--- config.mk ---
export PLATFORM = sky130hd
export DESIGN_NAME = microcode_sequencer
export DESIGN_NICKNAME = d
export VERILOG_FILES = /design/src/rtl/microcode_sequencer.sv
export SDC_FILE = /design/constraint.sdc
export NUM_CORES = 1
export LEC_CHECK = 0
export ABC_AREA = 1
export ABC_CLOCK_PERIOD_IN_PS = 1910
export BUFFER_PORTS_ARGS = -buffer_cell sky130_fd_sc_hd__buf_4
export CAP_MARGIN = 20
export CORE_MARGIN = 8
export CORE_UTILIZATION = 35
export DETAILED_ROUTE_END_ITERATION = 12
export GPL_TIMING_DRIVEN = 0
export PLACE_DENSITY = 0.61
export SLEW_MARGIN = 30
export SYNTH_ARGS = -nofsm -noshare
export SYNTH_HDL_FRONTEND = slang
export SYNTH_SLANG_ARGS = --single-unit
--- constraint.sdc ---
create_clock -name clk -period 1.91 [get_ports clk]
set_input_delay 0.382 -clock clk [delete_from_list [all_inputs] [get_ports clk]]
set_output_delay 0.382 -clock clk [all_outputs]
set_load 0.02 [all_outputs]
--- src/rtl/microcode_sequencer.sv ---
// Top-level control FSM: fetch, decode strobe, microcode latch, stepped execute,
// optional data-memory wait, retire/PC update, halt and sticky trap.
module microcode_sequencer #(
  parameter logic [31:0] RESET_PC = 32'h0000_0000,
  parameter int unsigned STEP_W   = 4,
  parameter int unsigned COUNT_W  = 32
) (
  input  logic               clk,
  input  logic               reset_n,
  output logic               fetch_req,
  output logic [31:0]        fetch_addr,
  input  logic               fetch_ack,
  input  logic [31:0]        fetch_data,
  output logic [31:0]        instruction,
  output logic               decoder_enable,
  input  logic [31:0]        microcode,
  output logic               exec_enable,
  output logic [STEP_W-1:0]  exec_step,
  output logic               mem_req,
  input  logic               mem_done,
  input  logic               pc_load,
  input  logic [31:0]        pc_target,
  output logic               retire,
  output logic [COUNT_W-1:0] instret,
  input  logic               halt_req,
  output logic               halted,
  output logic               trap,
  output logic [2:0]         state
);

  typedef enum logic [2:0] {
    S_FETCH   = 3'd0,
    S_DECODE  = 3'd1,
    S_LATCH   = 3'd2,
    S_EXECUTE = 3'd3,
    S_MEM     = 3'd4,
    S_RETIRE  = 3'd5,
    S_HALTED  = 3'd6,
    S_TRAP    = 3'd7
  } state_t;

  localparam logic [STEP_W-1:0]  STEP_ONE  = STEP_W'(1);
  localparam logic [COUNT_W-1:0] COUNT_ONE = COUNT_W'(1);

  state_t              cur_state;
  state_t              nxt_state;
  logic [31:0]         pc;
  logic [31:0]         instr_q;
  logic [STEP_W-1:0]   mc_steps_q;
  logic                mc_mem_q;
  logic [STEP_W-1:0]   step_q;
  logic [STEP_W-1:0]   last_step;
  logic [COUNT_W-1:0]  instret_q;
  logic                redirect_pending;
  logic [31:0]         redirect_target;
  logic                bad_redirect;

  // A step count of zero still executes once.
  assign last_step    = (mc_steps_q == '0) ? '0 : mc_steps_q - STEP_ONE;
  assign bad_redirect = redirect_pending && (redirect_target[1:0] != 2'b00);

  assign fetch_addr  = pc;
  assign instruction = instr_q;
  assign instret     = instret_q;
  assign state       = cur_state;

  always_ff @(posedge clk) begin
    if (!reset_n) begin
      cur_state <= S_FETCH;
    end else begin
      cur_state <= nxt_state;
    end
  end

  always_comb begin
    nxt_state = cur_state;
    case (cur_state)
      S_FETCH:   if (fetch_ack) nxt_state = S_DECODE;
      S_DECODE:  nxt_state = S_LATCH;
      S_LATCH:   nxt_state = (microcode == 32'h0) ? S_TRAP : S_EXECUTE;
      S_EXECUTE: if (step_q == last_step) nxt_state = mc_mem_q ? S_MEM : S_RETIRE;
      S_MEM:     if (mem_done) nxt_state = S_RETIRE;
      S_RETIRE: begin
        if (bad_redirect)  nxt_state = S_TRAP;
        else if (halt_req) nxt_state = S_HALTED;
        else               nxt_state = S_FETCH;
      end
      S_HALTED:  if (!halt_req) nxt_state = S_FETCH;
      S_TRAP:    nxt_state = S_TRAP;
      default:   nxt_state = S_FETCH;
    endcase
  end

  always_comb begin
    fetch_req      = 1'b0;
    decoder_enable = 1'b0;
    exec_enable    = 1'b0;
    exec_step      = '0;
    mem_req        = 1'b0;
    retire         = 1'b0;
    halted         = 1'b0;
    trap           = 1'b0;
    case (cur_state)
      S_FETCH:   fetch_req      = 1'b1;
      S_DECODE:  decoder_enable = 1'b1;
      S_EXECUTE: begin
        exec_enable = 1'b1;
        exec_step   = step_q;
      end
      S_MEM:     mem_req = 1'b1;
      S_RETIRE:  retire  = !bad_redirect;
      S_HALTED:  halted  = 1'b1;
      S_TRAP:    trap    = 1'b1;
      default:   ;
    endcase
  end

  always_ff @(posedge clk) begin
    if (!reset_n) begin
      pc               <= RESET_PC;
      instr_q          <= '0;
      mc_steps_q       <= '0;
      mc_mem_q         <= 1'b0;
      step_q           <= '0;
      instret_q        <= '0;
      redirect_pending <= 1'b0;
      redirect_target  <= '0;
    end else begin
      case (cur_state)
        S_FETCH: if (fetch_ack) instr_q <= fetch_data;
        S_LATCH: begin
          mc_steps_q <= microcode[STEP_W-1:0];
          mc_mem_q   <= microcode[4];
          step_q     <= '0;
        end
        S_EXECUTE: step_q <= step_q + STEP_ONE;
        S_RETIRE: begin
          if (!bad_redirect) begin
            pc               <= redirect_pending ? redirect_target : pc + 32'd4;
            instret_q        <= instret_q + COUNT_ONE;
            redirect_pending <= 1'b0;
          end
        end
        default: ;
      endcase
      // Redirects may arrive in any execute or memory-wait cycle; the latest one wins.
      if ((cur_state == S_EXECUTE || cur_state == S_MEM) && pc_load) begin
        redirect_pending <= 1'b1;
        redirect_target  <= pc_target;
      end
    end
  end

endmodule

* After elaboration in Yosys (flattened, before gate mapping) *
Index checks and enable logic that the tools add are counted.

storage, ports and cells
  flip-flop bits (word level) = 141
  bits of input ports = 102
  output and inout bits = 110
  word-level logic and storage cells = 64

operators by class
  add/subtract/negate cells = 4
  equality and inequality tests = 13
  mux-type cells = 23
  bitwise logic cells = 1
  reductions and logical operators = 14

operator list
  kind                                                                     count
  32-bit by 1-bit adder with 32-bit output, second input constant          1
  32-bit by 3-bit adder with 32-bit output, second input constant          1
  32-bit logical NOT                                                       1
  32-bit two-way mux                                                       1
  3-bit case mux with 8 select lines                                       1
  3-bit two-way mux                                                        7
  3-bit == test, second input constant                                     4
  1-bit two-way mux                                                        11
  4-bit two-way mux                                                        2
  2-bit inequality test, second input constant                             4
  4-bit case mux with 2 select lines                                       1
  3-bit by 2-bit == test with 1-bit output, second input constant          2
  2-bit AND reduction                                                      3
  2-bit nonzero test                                                       3
  4-bit by 1-bit adder with 4-bit output, second input constant            1
  4-bit == test                                                            1
  4-bit logical NOT                                                        1
  4-bit AND reduction                                                      1
  4-bit by 1-bit subtractor with 4-bit output, second input constant       1
  3-bit by 1-bit == test with 1-bit output, second input constant          1
  3-bit logical NOT                                                        1
  1-bit logical AND                                                        2
  2-bit by 1-bit inequality test with 1-bit output, second input constant  1
  1-bit logical NOT                                                        1
  2 further kinds                                                          2

* Longest topological paths before layout *
Gate-level depths: netlist of the first run.

  word-level depth = 5
  depth in mapped cells = 13
  depth with buffers taken out = 13

* Worst setup path before layout of the first run *
No wires, ideal clock.

  path kind = register to register
  start = register cur_state[2], in the netlist state[2]
  end = register cur_state[0], in the netlist state[0]
  setup time = 110 ps
  data arrival time = 1618 ps
  data required time = 1800 ps
  setup slack = 182 ps
  cell stages (with the launch flop) = 8
  buffers on the path = 0
  clock period less this slack = 1728 ps
  path through = dfxtp_1 inv_2 nor3_1 nand2_1 o21ai_0 o31ai_1 nand2_1 inv_1

between the ends
  word-level cells in the longest chain between the ends = 3
  elaborated cells between the ends (all ways) = 14
  classes of those cells = eq/ne (11); mux (1); reduce/logical (2)

ends and longest elaborated chain
  what                                                              line  RTL
  from (decl)                                                       45    state_t cur_state;
  from (signal assigned)                                            71    cur_state <= nxt_state;
  3-bit by 2-bit == test with 1-bit output (tied with other cells)  77    case (cur_state)
  2-bit inequality test (no source line)                            n/a
  4-bit AND reduction (no source line)                              n/a

Several ways; a longest one is shown, not always the timed one.
A chain may end at the register's enable or synchronous reset.

* Worst setup path in the final report of the first run *
  start = register cur_state[1], in the netlist state[1]
  end = output retire

between the ends
  word-level cells in the longest chain between the ends = 2

ends and longest elaborated chain
  what               line  RTL
  3-bit == test      103   case (cur_state)
  1-bit two-way mux  103
  to (decl)          23    output logic retire,

No other way between the ends.

==> impl_summary.txt, run 1 <==
----------------------------------------------------
[Status]
  Status ... finished, final reports clean

[Worst setup path]
  Worst setup startpoint ... state[1]$_SDFFE_PN0P_
  Maximum cell stage delay along the critical path ... 0.37 ns
  Worst-path cell chain ... inv_4 > nand3_4 > nor2_4 > buf_6 > buf_8 > buf_6
  Kind of critical path ... reg -> out
  Cell type group with the largest total delay on the critical path ... buffers and inverters
  Data required time at the worst endpoint ... 1.53 ns
  Critical Path Start Type ... flop
  Critical path buffers and inverters ... 4
  Highest net fanout along the worst path ... 10
  Critical path's slowest cell ... sky130_fd_sc_hd__dfxtp_4
  Worst flop-to-flop path startpoint ... fetch_addr[9]$_SDFFE_PN0P_
  Critical path arrival ... 1.47 ns
  Critical path's most frequent cell ... sky130_fd_sc_hd__buf_6
  CP Capture Type ... primary output

[Floorplanning]
  Core Box Area ... 20230 um2
  Number of core rows ... 52
  Die footprint ... 25440 um2
  Die H ... 159.5 um
  Floorplan die width ... 159.5 um
  Top Ports ... 212
  Initial core utilization ... 35.61%

[Power and ir drop]
  Areal power density over the cells ... 978.5 nW/um2
  Leakage power summed over all cells ... 3.981 nW
  Pwr Total ... 9.616 mW
  Maximum vdd drop ... 0.0006719 V

[Placed design]
  Buffers added on ports ... 210
  Weighted congestion reported at the end of routability-driven placement ... 0.8951
  Setup slack after placement ... -0.1941 ns
  Cell count after placement ... 1613
  Hpwl dp ... 20700 um

[CTS]
  Clock tree from TritonCTS ... built
  Clock tree buffer depth ... 2
  Insertion delay to the later sink of the worst-skew pair ... 0.43 ns
  Clock sink count ... 141
  Cell at the root of the clock tree ... sky130_fd_sc_hd__clkbuf_16
  Clk pin slew, worst setup/hold paths ... 0.06 ns
  Cts bufs inserted ... 17
  H-tree Lvls ... 4

[Global routing]
  Met3 GRT Util ... 6.231%
  Global routing usage on met1 ... 26.04%
  Number of antenna violations at the first check in global routing ... 0
  Global-route total usage across every layer ... 20.40%
  Largest net degree at the start of global routing ... 17
  Wire length of the first global-routing pass ... 41780 um
  Global route hottest layer ... met2
  Overflow left after global routing ... 0
  Number of global-route vias before repair ... 7803
  Met2 GRT Util ... 32.69%

[STA]
  Final critical path time including I/O delays and setup ... 1.851 ns
  Tcrit/Tclk final ... 96.89%
  Slew at the pin closest to its max-slew limit ... 0.8153 ns
  PnR worst setup slack ... 0.05932 ns
  Achievable frequency ... 540.3 MHz
  Slew headroom ... 45.65%
  Setup TNS ... 0 ns
  Clock Skew ... 0.009574 ns
  Max Slew Vio Count ... 0
  Count of endpoints failing setup in the final report ... 0
  Final Hold Fails ... 0
  RSZ-0062 raised after global routing ... no

[Synthesis]
  Mapped Avg Cell Area ... 6.360 um2
  Post-synthesis instance area ... 7206 um2
  Post-synth net total ... 1238
  Sequential element share of the synthesized area ... 39.17%
  Top-area cell type share of the netlist area ... 39.17%
  Synthesis-stage register bit count ... 141
  Area contributors post-synth ... sky130_fd_sc_hd__dfxtp_1, sky130_fd_sc_hd__nand2_1, sky130_fd_sc_hd__nor2_1
  Synthesized instance count ... 1133
  Yosys warning count ... 0
  Cell taking the most area after synthesis ... sky130_fd_sc_hd__dfxtp_1
  Synth cell types ... 37

[Worst hold path]
  Worst hold path type ... in -> reg
  Hold_sp ... pc_target[18]

[Layout]
  Filler Cell Count ... 2132
  Net count of the finished layout ... 1470
  Inserted Diodes ... 0
  Share of cells above drive strength 1 ... 22.04%
  Non-filler cells, final ... 1645
  Register area ... 2841 um2
  Area of the multi-input gates ... 3880 um2
  Growth of design area from synthesis to finish ... 36.38%

[Drt]
  Post-DR wirelength/cell ... 16.19 um
  Final routed DRC violation total ... 0
  Post-detailed-route via-to-cell ratio ... 4.959
  Detailed Route WL ... 26630 um
  Number of DRC violations after detailed-routing iteration 0 ... 512
  Vias after detailed routing ... 8157
  Final antenna-violating net count ... 0
  Pre-Repair DR Iteration Count ... 5

[Flow run]
  Max Cap Violations ... 0

----------------------------------------------------
[worst min-delay path: stages]
cell and delay (ns):
sky130_fd_sc_hd__buf_4 0.08, sky130_fd_sc_hd__o21ai_1 0.05, sky130_fd_sc_hd__nor2_1 0.07
[through the flow]
stage / area, um2 / utilization, % / hold WS (ns)
after global placement: 9120 / 45.07 / 0.4243
after floorplan: 7206 / - / 0.4292
after detailed placement: 9120 / 45.07 / 0.4323
after CTS: 9756 / 48.21 / 0.1792
after global routing: 9827 / 48.57 / 0.1953
final: 9827 / 48.57 / 0.1884
[kinds of logic (layout without fill, tap and decap cells)]
| logic type | count (synthesis) | after routing | synth area share (%) |
|---|---|---|---|
| simple gates | 635 | 635 | 36.62 |
| fa+ha+maj | 3 | 3 | 0.5210 |
| flops | 141 | 141 | 39.17 |
| buf+inv | 138 | 380 | 7.710 |
| compound gates | 208 | 208 | 15.00 |
| xor+xnor | 8 | 8 | 0.9724 |
[area by class of cell]
| cell class | count | area share, % |
|---|---|---|
| multi-input combinational | 854 | 39.48 |
| sequential | 141 | 28.92 |
| timing repair buffer | 214 | 16.39 |
| clock buffer | 18 | 4.469 |
| inverter | 89 | 3.476 |
| tap | 270 | 3.438 |
| buffer | 48 | 2.355 |
| clock inverter | 11 | 1.477 |
[worst paths after layout]
check	end	slack, ns	cells after the start
worst min-delay path	redirect_target[18]$_SDFFE_PN0P_	0.19	3
worst min register to register	fetch_addr[0]$_SDFFE_PN0P_	0.44	2
worst max register to register	fetch_addr[17]$_SDFFE_PN0P_	0.11	8
worst max-delay path	retire	0.06	6
[layout by cell type (no fill, tap or decap), drive strengths merged, types with 5 or more instances in the layout]
| cell type | count |
|---|---|
| a211oi | 5 |
| buf | 229 |
| nor2 | 178 |
| nand3b | 11 |
| a21oi | 120 |
| xor2 | 7 |
| nor3 | 19 |
| dfxtp | 141 |
| nand3 | 75 |
| o21ai | 73 |
| clkbuf | 51 |
| nand2 | 339 |
| nand4 | 8 |
| clkinv | 5 |
| inv | 89 |
[where the power goes]
part | total, mW | internal (mW) | switching, mW
Sequential | 3.55 | 3.30 | 0.256
Clock | 3.38 | 2.06 | 1.31
Combinational | 2.69 | 0.980 | 1.71
Total | 9.62 | 6.34 | 3.27
[synthesized netlist by cell type, drive strengths merged]
cell type	count
nand2	339
nor2	178
dfxtp	141
a21oi	120
inv	89
nand3	75
o21ai	73
clkbuf	33
nor3	19
buf	16
nand3b	11
nand4	8
xor2	7
a211oi	5
a31oi	3
ha	3
nor4	3
o211ai	2
o22ai	2
a221oi	1
and3	1
o221a	1
o31ai	1
or2	1
xnor2	1
[sequential cells by signal (all words and copies together), names as in the netlist, 3 cells and up]
name             count
fetch_addr          32
instret             32
instruction         32
redirect_target     32
mc_steps_q           4
step_q               4
state                3
[per-layer routing]
| layer | vias to the layer above | part of all wire [%] |
|---|---|---|
| li1 | 4136 | - |
| met1 | 3699 | 45 |
| met2 | 289 | 46 |
| met3 | 33 | 8.1 |
| met4 | 0 | 1.5 |
| met5 | - | 0 |
[repair_timing]
item,in CTS,in global routing
pin swaps,2,3
endpoints found under the setup margin,10,28
endpoints found under the hold margin,0,0
hold buffers,0,0
setup buffers,1,3
resized for setup,14,21
cloned,0,0
No activity file was read; power rests on OpenSTA's default activity.
==> run 2: changes to the inputs <==
--- a/config.mk
+++ b/config.mk
@@ -14,7 +14,7 @@
 export DETAILED_ROUTE_END_ITERATION = 12
 export GPL_TIMING_DRIVEN = 0
 export PLACE_DENSITY = 0.61
-export SLEW_MARGIN = 30
+export REMOVE_ABC_BUFFERS = 1
 export SYNTH_ARGS = -nofsm -noshare
 export SYNTH_HDL_FRONTEND = slang
 export SYNTH_SLANG_ARGS = --single-unit
==> run 2 against run 1 <==
Net effect:
- global-route usage decreased by 2.3 points
- routed wire length fell by 11%
- die area stayed put
- clock power rose by 5%
- flip-flop and latch count did not move
- sequential power hardly changed
- utilization up 0.17 points
- via count is 4.3% lower
- clock skew is 0.0060 ns higher
==> impl_summary.txt, run 2 (synthesis gave the netlist of run 1 again) <==
----------------------------------------------------
[Power and ir drop]
  Combinational fraction of design power ... 28.4% (+0.5 points)
  Leakage power summed over all cells ... 4.015 nW (+0.85%)
  Pwr Total ... 9.874 mW (+2.7%)
  Clock power share ... 35.8% (+0.7 points)
  Total net switching power ... 3.267 mW (-0.24%)
  Switching part of the total ... 33.08% (-0.97 points)
  Design internal power ... 6.607 mW (+4.2%)
  Flop pwr share ... 35.7% (-1.3 points)
  Areal power density over the cells ... 1001 nW/um2 (+2.3%)
  Maximum vdd drop ... 0.0006986 V (+4.0%)

[STA]
  Max Slew Vio Count ... 0 (unchanged)
  PnR worst setup slack ... 0.07918 ns (+0.01985 ns)
  Tcrit/Tclk final ... 95.85% (-1.0 points)
  Final Hold Fails ... 0 (unchanged)
  Clock Skew ... 0.01559 ns (+0.006016 ns)
  Achievable frequency ... 546.2 MHz (+1.1%)
  Count of endpoints failing setup in the final report ... 0 (unchanged)
  Setup TNS ... 0 ns (unchanged)
  Tightest hold margin ... 0.1953 ns (+0.006835 ns)
  Slew at the pin closest to its max-slew limit ... 0.6726 ns (-0.1427 ns)
  Slew headroom ... 55.11% (+9.5 points)
  Final critical path time including I/O delays and setup ... 1.831 ns (-0.01985 ns)

[Drt]
  Vias after detailed routing ... 7805 (-4.3%)
  Number of DRC violations after detailed-routing iteration 0 ... 464 (-9.4%)
  Pre-Repair DR Iteration Count ... 5 (unchanged)
  Detailed Route WL ... 23730 um (-11%)
  Final routed DRC violation total ... 0 (unchanged)
  Post-DR wirelength/cell ... 14.73 um (-9.0%)
  Post-detailed-route via-to-cell ratio ... 4.845 (-2.3%)
  Final antenna-violating net count ... 0 (unchanged)

[CTS]
  Clock sink count ... 141 (unchanged)
  Cell at the root of the clock tree ... sky130_fd_sc_hd__clkbuf_16
  Clock tree buffer depth ... 2 (unchanged)
  Clock tree from TritonCTS ... built
  Clk pin slew, worst setup/hold paths ... 0.06 ns (about the same)
  H-tree Lvls ... 4 (unchanged)
  Insertion delay to the later sink of the worst-skew pair ... 0.42 ns (about the same)
  Cts bufs inserted ... 17 (unchanged)

[Floorplanning]
  Floorplan die width ... 159.5 um (unchanged)
  Die H ... 159.5 um (unchanged)
  Number of core rows ... 52 (unchanged)
  Top Ports ... 212 (unchanged)
  Core Box Area ... 20230 um2 (unchanged)
  Die footprint ... 25440 um2 (unchanged)
  Initial core utilization ... 35.61% (unchanged)

[Layout]
  Most common cell after layout, fill and taps aside ... sky130_fd_sc_hd__nand2_1
  Non-filler cells, final ... 1611 (-2.1%)
  Most frequent cells in the layout ... sky130_fd_sc_hd__nand2_1, sky130_fd_sc_hd__buf_4, sky130_fd_sc_hd__nor2_1
  Net count of the finished layout ... 1434 (-2.4%)
  Cell area after layout ... 9861 um2 (+0.34%)
  Share of cells above drive strength 1 ... 22.30% (+0.26 points)
  Inserted Diodes ... 0 (unchanged)
  Utilization after layout ... 48.73% (+0.17 points)
  Filler Cell Count ... 2111 (-0.98%)
  Growth of design area from synthesis to finish ... 36.85%

[Worst setup path]
  Number of cells on the critical path ... 4 (-2)
  Critical path buffers and inverters ... 2 (-2)
  Critical path arrival ... 1.45 ns (-0.02 ns)
  Worst reg-to-reg setup slack ... 0.15 ns (+0.04 ns)
  CP Capture Type ... primary output
  Highest net fanout along the worst path ... 17 (+7)
  Critical path's slowest cell ... sky130_fd_sc_hd__dfxtp_4
  Cell type group with the largest total delay on the critical path ... buffers and inverters
  R2R depth ... 11 (+3)
  Data required time at the worst endpoint ... 1.53 ns (about the same)
  Critical Path Start Type ... flop
  Worst-path cell chain ... nor2_4 > nand2_4 > bufinv_16 > buf_4
  Maximum cell stage delay along the critical path ... 0.38 ns (about the same)
  Kind of critical path ... reg -> out

[Global routing]
  Overflow left after global routing ... 0 (unchanged)
  Largest net degree at the start of global routing ... 60 (+43)
  Number of antenna violations at the first check in global routing ... 0 (unchanged)
  Wire length of the first global-routing pass ... 38210 um (-8.6%)
  Global-route total usage across every layer ... 18.09% (-2.3 points)
  Number of global-route vias before repair ... 7308 (-6.3%)

[Worst hold path]
  Hold Path Depth ... 3 (unchanged)
  Worst hold path type ... in -> reg

[Flow run]
  Max Cap Violations ... 0 (unchanged)

[Placed design]
  Hpwl dp ... 16510 um (-20%)
  Setup slack after placement ... -1.749 ns (-1.555 ns)
  Weighted congestion reported at the end of routability-driven placement ... 0.8676 (-3.1%)
  Placed Instance Area ... 9026 um2 (-1.0%)
  Cell count after placement ... 1569 (-2.7%)
  Buffers added on ports ... 211 (+0.48%)

[Status]
  Status ... finished, final reports clean

----------------------------------------------------
[run 2: cell count changes in the layout (fill, tap and decap cells not counted), moves of 3 or more]
| cell | previous run | this run |
|---|---|---|
| sky130_fd_sc_hd__clkbuf_1 | 31 | 1 |
| sky130_fd_sc_hd__buf_2 | 9 | 0 |
| sky130_fd_sc_hd__buf_16 | 0 | 3 |
| sky130_fd_sc_hd__buf_4 | 214 | 217 |
| sky130_fd_sc_hd__inv_6 | 1 | 4 |
| sky130_fd_sc_hd__nor3_2 | 4 | 1 |
[run 2: layer usage]
metal	share of wire [%]	vias up	wire (um)	GRT usage [%]
met1	47	3524	11230	23.43
met2	44	203	10530	27.87
met4	0.76	0	181	4.545
li1	-	4064	-	-
met3	7.6	14	1793	6.670
met5	0	-	0	0
[run 2: final timing paths]
kind                                    from                         endpoint
setup reg to reg       state[1]$_SDFFE_PN0P_          instret[9]$_SDFFE_PN0P_
hold reg to reg   fetch_addr[1]$_SDFFE_PN0P_       fetch_addr[1]$_SDFFE_PN0P_
hold / removal                  pc_target[3]  redirect_target[3]$_SDFFE_PN0P_
setup / recovery       state[0]$_SDFFE_PN0P_                        fetch_req
[run 2: repair_timing]
item	4_1_cts	5_1_grt
setup endpoints to repair	128	48
cloned	1	2
hold buffers	0	0
resized for setup	18	16
pin swaps	1	3
buffers inserted	4	4
[run 2: power by group through the flow]
stage,registers [mW],logic [mW],clock network [mW]
3_5_place_dp,3.59,2.48,0
3_3_place_gp,3.58,2.41,0
5_1_grt,3.57,3.13,3.76
4_1_cts,3.51,2.70,3.63
2_1_floorplan,3.75,1.28,0
6_report,3.53,2.81,3.54
[run 2: layout make-up]
class / count / area, um2 / area share (%)
repair inverters: 1 / 8.758 / 0.08882
repair buffers: 224 / 1779 / 18.04
flip-flops and latches: 141 / 2839 / 28.79
clock buffers: 18 / 429.2 / 4.352
clock inverters: 13 / 190.2 / 1.929
inverters: 89 / 374.1 / 3.794
well taps: 270 / 337.8 / 3.426
multi-input cells: 855 / 3902 / 39.58
[run 2: tightest hold or removal path, stage by stage]
cell and delay, ns:
sky130_fd_sc_hd__buf_4 0.08, sky130_fd_sc_hd__o21ai_1 0.05, sky130_fd_sc_hd__nor2_1 0.07
==> run 3: changes to the inputs <==
--- a/config.mk
+++ b/config.mk
@@ -9,12 +9,13 @@
 export ABC_CLOCK_PERIOD_IN_PS = 1910
 export BUFFER_PORTS_ARGS = -buffer_cell sky130_fd_sc_hd__buf_4
 export CAP_MARGIN = 20
-export CORE_MARGIN = 8
+export CORE_MARGIN = 4
 export CORE_UTILIZATION = 35
 export DETAILED_ROUTE_END_ITERATION = 12
 export GPL_TIMING_DRIVEN = 0
 export PLACE_DENSITY = 0.61
 export REMOVE_ABC_BUFFERS = 1
+export SLEW_MARGIN = 20
 export SYNTH_ARGS = -nofsm -noshare
 export SYNTH_HDL_FRONTEND = slang
 export SYNTH_SLANG_ARGS = --single-unit
==> run 3 against run 2 <==
Net effect:
- utilization down 0.25 points
- power down 1.8%
- worst setup slack worse by 0.0048 ns
- worst hold slack worse by 0.0030 ns
- clock skew down 0.0069 ns
- critical path depth unchanged
- maximum frequency down 0.26%
- global-route usage up 1.9 points
- register-to-register slack about the same
- count of clock-buffer cells in the layout unchanged
- via count up 1.5%
- highest routed layer unchanged
==> impl_summary.txt, run 3 (synthesis gave the netlist of run 1 again) <==
----------------------------------------------------
[Placed design]
  Cell count after placement ... 1568 (-0.064%)
  Weighted congestion reported at the end of routability-driven placement ... 0.8777 (+1.2%)
  Hpwl dp ... 15700 um (-4.9%)
  Buffers added on ports ... 211 (unchanged)
  Placed Instance Area ... 8999 um2 (-0.31%)

[Power and ir drop]
  Pwr Total ... 9.695 mW (-1.8%)
  Leakage power summed over all cells ... 3.973 nW (-1.0%)
  Areal power density over the cells ... 988.2 nW/um2 (-1.3%)
  Maximum vdd drop ... 0.0009449 V (+35%)

[STA]
  Max Slew Vio Count ... 0 (unchanged)
  Count of endpoints failing setup in the final report ... 0 (unchanged)
  Clock Skew ... 0.008701 ns (-0.006889 ns)
  Slew at the pin closest to its max-slew limit ... 0.7070 ns (+0.03448 ns)
  Achievable frequency ... 544.8 MHz (-0.26%)
  Tcrit/Tclk final ... 96.11% (+0.25 points)
  Slew headroom ... 52.81% (-2.3 points)
  Final critical path time including I/O delays and setup ... 1.836 ns (+0.004813 ns)
  Final Hold Fails ... 0 (unchanged)
  Setup TNS ... 0 ns (unchanged)

[Global routing]
  Global-route total usage across every layer ... 20.01% (+1.9 points)
  Largest net degree at the start of global routing ... 60 (unchanged)
  Overflow left after global routing ... 0 (unchanged)
  Number of antenna violations at the first check in global routing ... 0 (unchanged)
  Wire length of the first global-routing pass ... 36830 um (-3.6%)
  Number of global-route vias before repair ... 7407 (+1.4%)

[Floorplanning]
  Initial core utilization ... 35.61% (unchanged)
  Die H ... 151.5 um (-5.0%)
  Core Box Area ... 20230 um2 (unchanged)
  Top Ports ... 212 (unchanged)
  Number of core rows ... 52 (unchanged)
  Floorplan die width ... 151.5 um (-5.0%)
  Die footprint ... 22950 um2 (-9.8%)

[Drt]
  Final antenna-violating net count ... 0 (unchanged)
  Number of DRC violations after detailed-routing iteration 0 ... 448 (-3.4%)
  Pre-Repair DR Iteration Count ... 5 (unchanged)
  Post-DR wirelength/cell ... 14.56 um (-1.2%)
  Detailed Route WL ... 23450 um (-1.2%)
  Final routed DRC violation total ... 0 (unchanged)
  Post-detailed-route via-to-cell ratio ... 4.919 (+1.5%)
  Vias after detailed routing ... 7925 (+1.5%)

[CTS]
  Clock tree buffer depth ... 2 (unchanged)
  Hold_buf cts ... 0 (unchanged)
  Clock tree from TritonCTS ... built
  Cts bufs inserted ... 17 (unchanged)
  Clock sink count ... 141 (unchanged)
  Cell at the root of the clock tree ... sky130_fd_sc_hd__clkbuf_16
  Insertion delay to the later sink of the worst-skew pair ... 0.42 ns (about the same)
  Clk pin slew, worst setup/hold paths ... 0.07 ns (about the same)
  H-tree Lvls ... 4 (unchanged)

[Worst hold path]
  Worst hold path type ... in -> reg

[Layout]
  Growth of design area from synthesis to finish ... 36.15%
  Cell area after layout ... 9811 um2 (-0.51%)
  Non-filler cells, final ... 1611 (unchanged)
  Most frequent cells in the layout ... sky130_fd_sc_hd__nand2_1, sky130_fd_sc_hd__buf_4, sky130_fd_sc_hd__nor2_1
  Net count of the finished layout ... 1433 (-0.070%)
  Most common cell after layout, fill and taps aside ... sky130_fd_sc_hd__nand2_1
  Inserted Diodes ... 0 (unchanged)
  Share of cells above drive strength 1 ... 22.37% (+0.075 points)

[Worst setup path]
  Highest net fanout along the worst path ... 17 (unchanged)
  Critical path arrival ... 1.45 ns (about the same)
  Data required time at the worst endpoint ... 1.53 ns (about the same)
  Critical Path Start Type ... flop
  CP Capture Type ... primary output
  Kind of critical path ... reg -> out

[Flow run]
  Max Cap Violations ... 0 (unchanged)

[Status]
  Status ... finished, final reports clean

----------------------------------------------------
[run 3: changes by cell type in the layout (fill, tap and decap cells not counted), moves of 2 or more]
cell,change
sky130_fd_sc_hd__clkinvlp_4,+2
sky130_fd_sc_hd__dfxtp_2,-2
sky130_fd_sc_hd__clkinv_4,-3
sky130_fd_sc_hd__bufinv_16,-2
sky130_fd_sc_hd__inv_6,+4
[run 3: per-stage QoR]
step	setup slack, ns	util [%]	hold WS, ns
CTS	-0.0004712	48.03	0.1778
global route	-0.009007	48.49	0.1947
floorplan	-1.149	-	0.4286
finish	0.07437	48.49	0.1922
detailed placement	-1.802	44.47	0.4345
global placement	-2.645	44.01	0.4246
[run 3: what timing repair did]
| item | 4_1_cts | 5_1_grt |
|---|---|---|
| resized for setup | 22 | 19 |
| pin swaps | 2 | 3 |
| setup endpoints to repair | 135 | 19 |
| buffers inserted | 5 | 2 |
| cloned | 2 | 2 |
[run 3: cell type report]
cell class                      instances  area (um2)
Tap cell                              270       337.8
Clock inverter                         14       158.9
Timing Repair Buffer                  222        1732
Inverter                               89       385.4
Fill cell                            2140       10420
Clock buffer                           18       429.2
Sequential cell                       141        2840
Multi-Input combinational cell        856        3919
Timing Repair inverter                  1       8.758
[run 3: worst paths after layout]
path | startpoint | to | slack, ns | depth (start not counted)
setup / recovery | state[0]$_SDFFE_PN0P_ | fetch_req | 0.07 | 4
setup reg to reg | state[1]$_SDFFE_PN0P_ | instret[9]$_SDFFE_PN0P_ | 0.15 | 11
hold reg to reg | fetch_addr[1]$_SDFFE_PN0P_ | fetch_addr[1]$_SDFFE_PN0P_ | 0.45 | 2
hold / removal | microcode[1] | mc_steps_q[1]$_SDFFE_PN0P_ | 0.19 | 3
[run 3: power breakdown]
| group | total (mW) | switching (mW) | internal [mW] |
|---|---|---|---|
| clock network | 3.35 | 1.40 | 1.95 |
| registers | 3.54 | 0.248 | 3.29 |
| logic | 2.80 | 1.71 | 1.09 |
| total | 9.69 | 3.36 | 6.34 |
[run 3: routing by layer]
layer	routed length [um]	track usage, %	up-vias
met2	10610	31.63	262
li1	-	-	4061
met1	10680	26.85	3584
met4	233	5.440	0
met5	0	0	-
met3	1930	5.622	18
[run 3: critical path: stages (launching register included)]
cell	delay, ns
sky130_fd_sc_hd__dfxtp_4	0.39
sky130_fd_sc_hd__nor2_4	0.15
sky130_fd_sc_hd__nand2_4	0.10
sky130_fd_sc_hd__bufinv_16	0.24
sky130_fd_sc_hd__buf_4	0.15
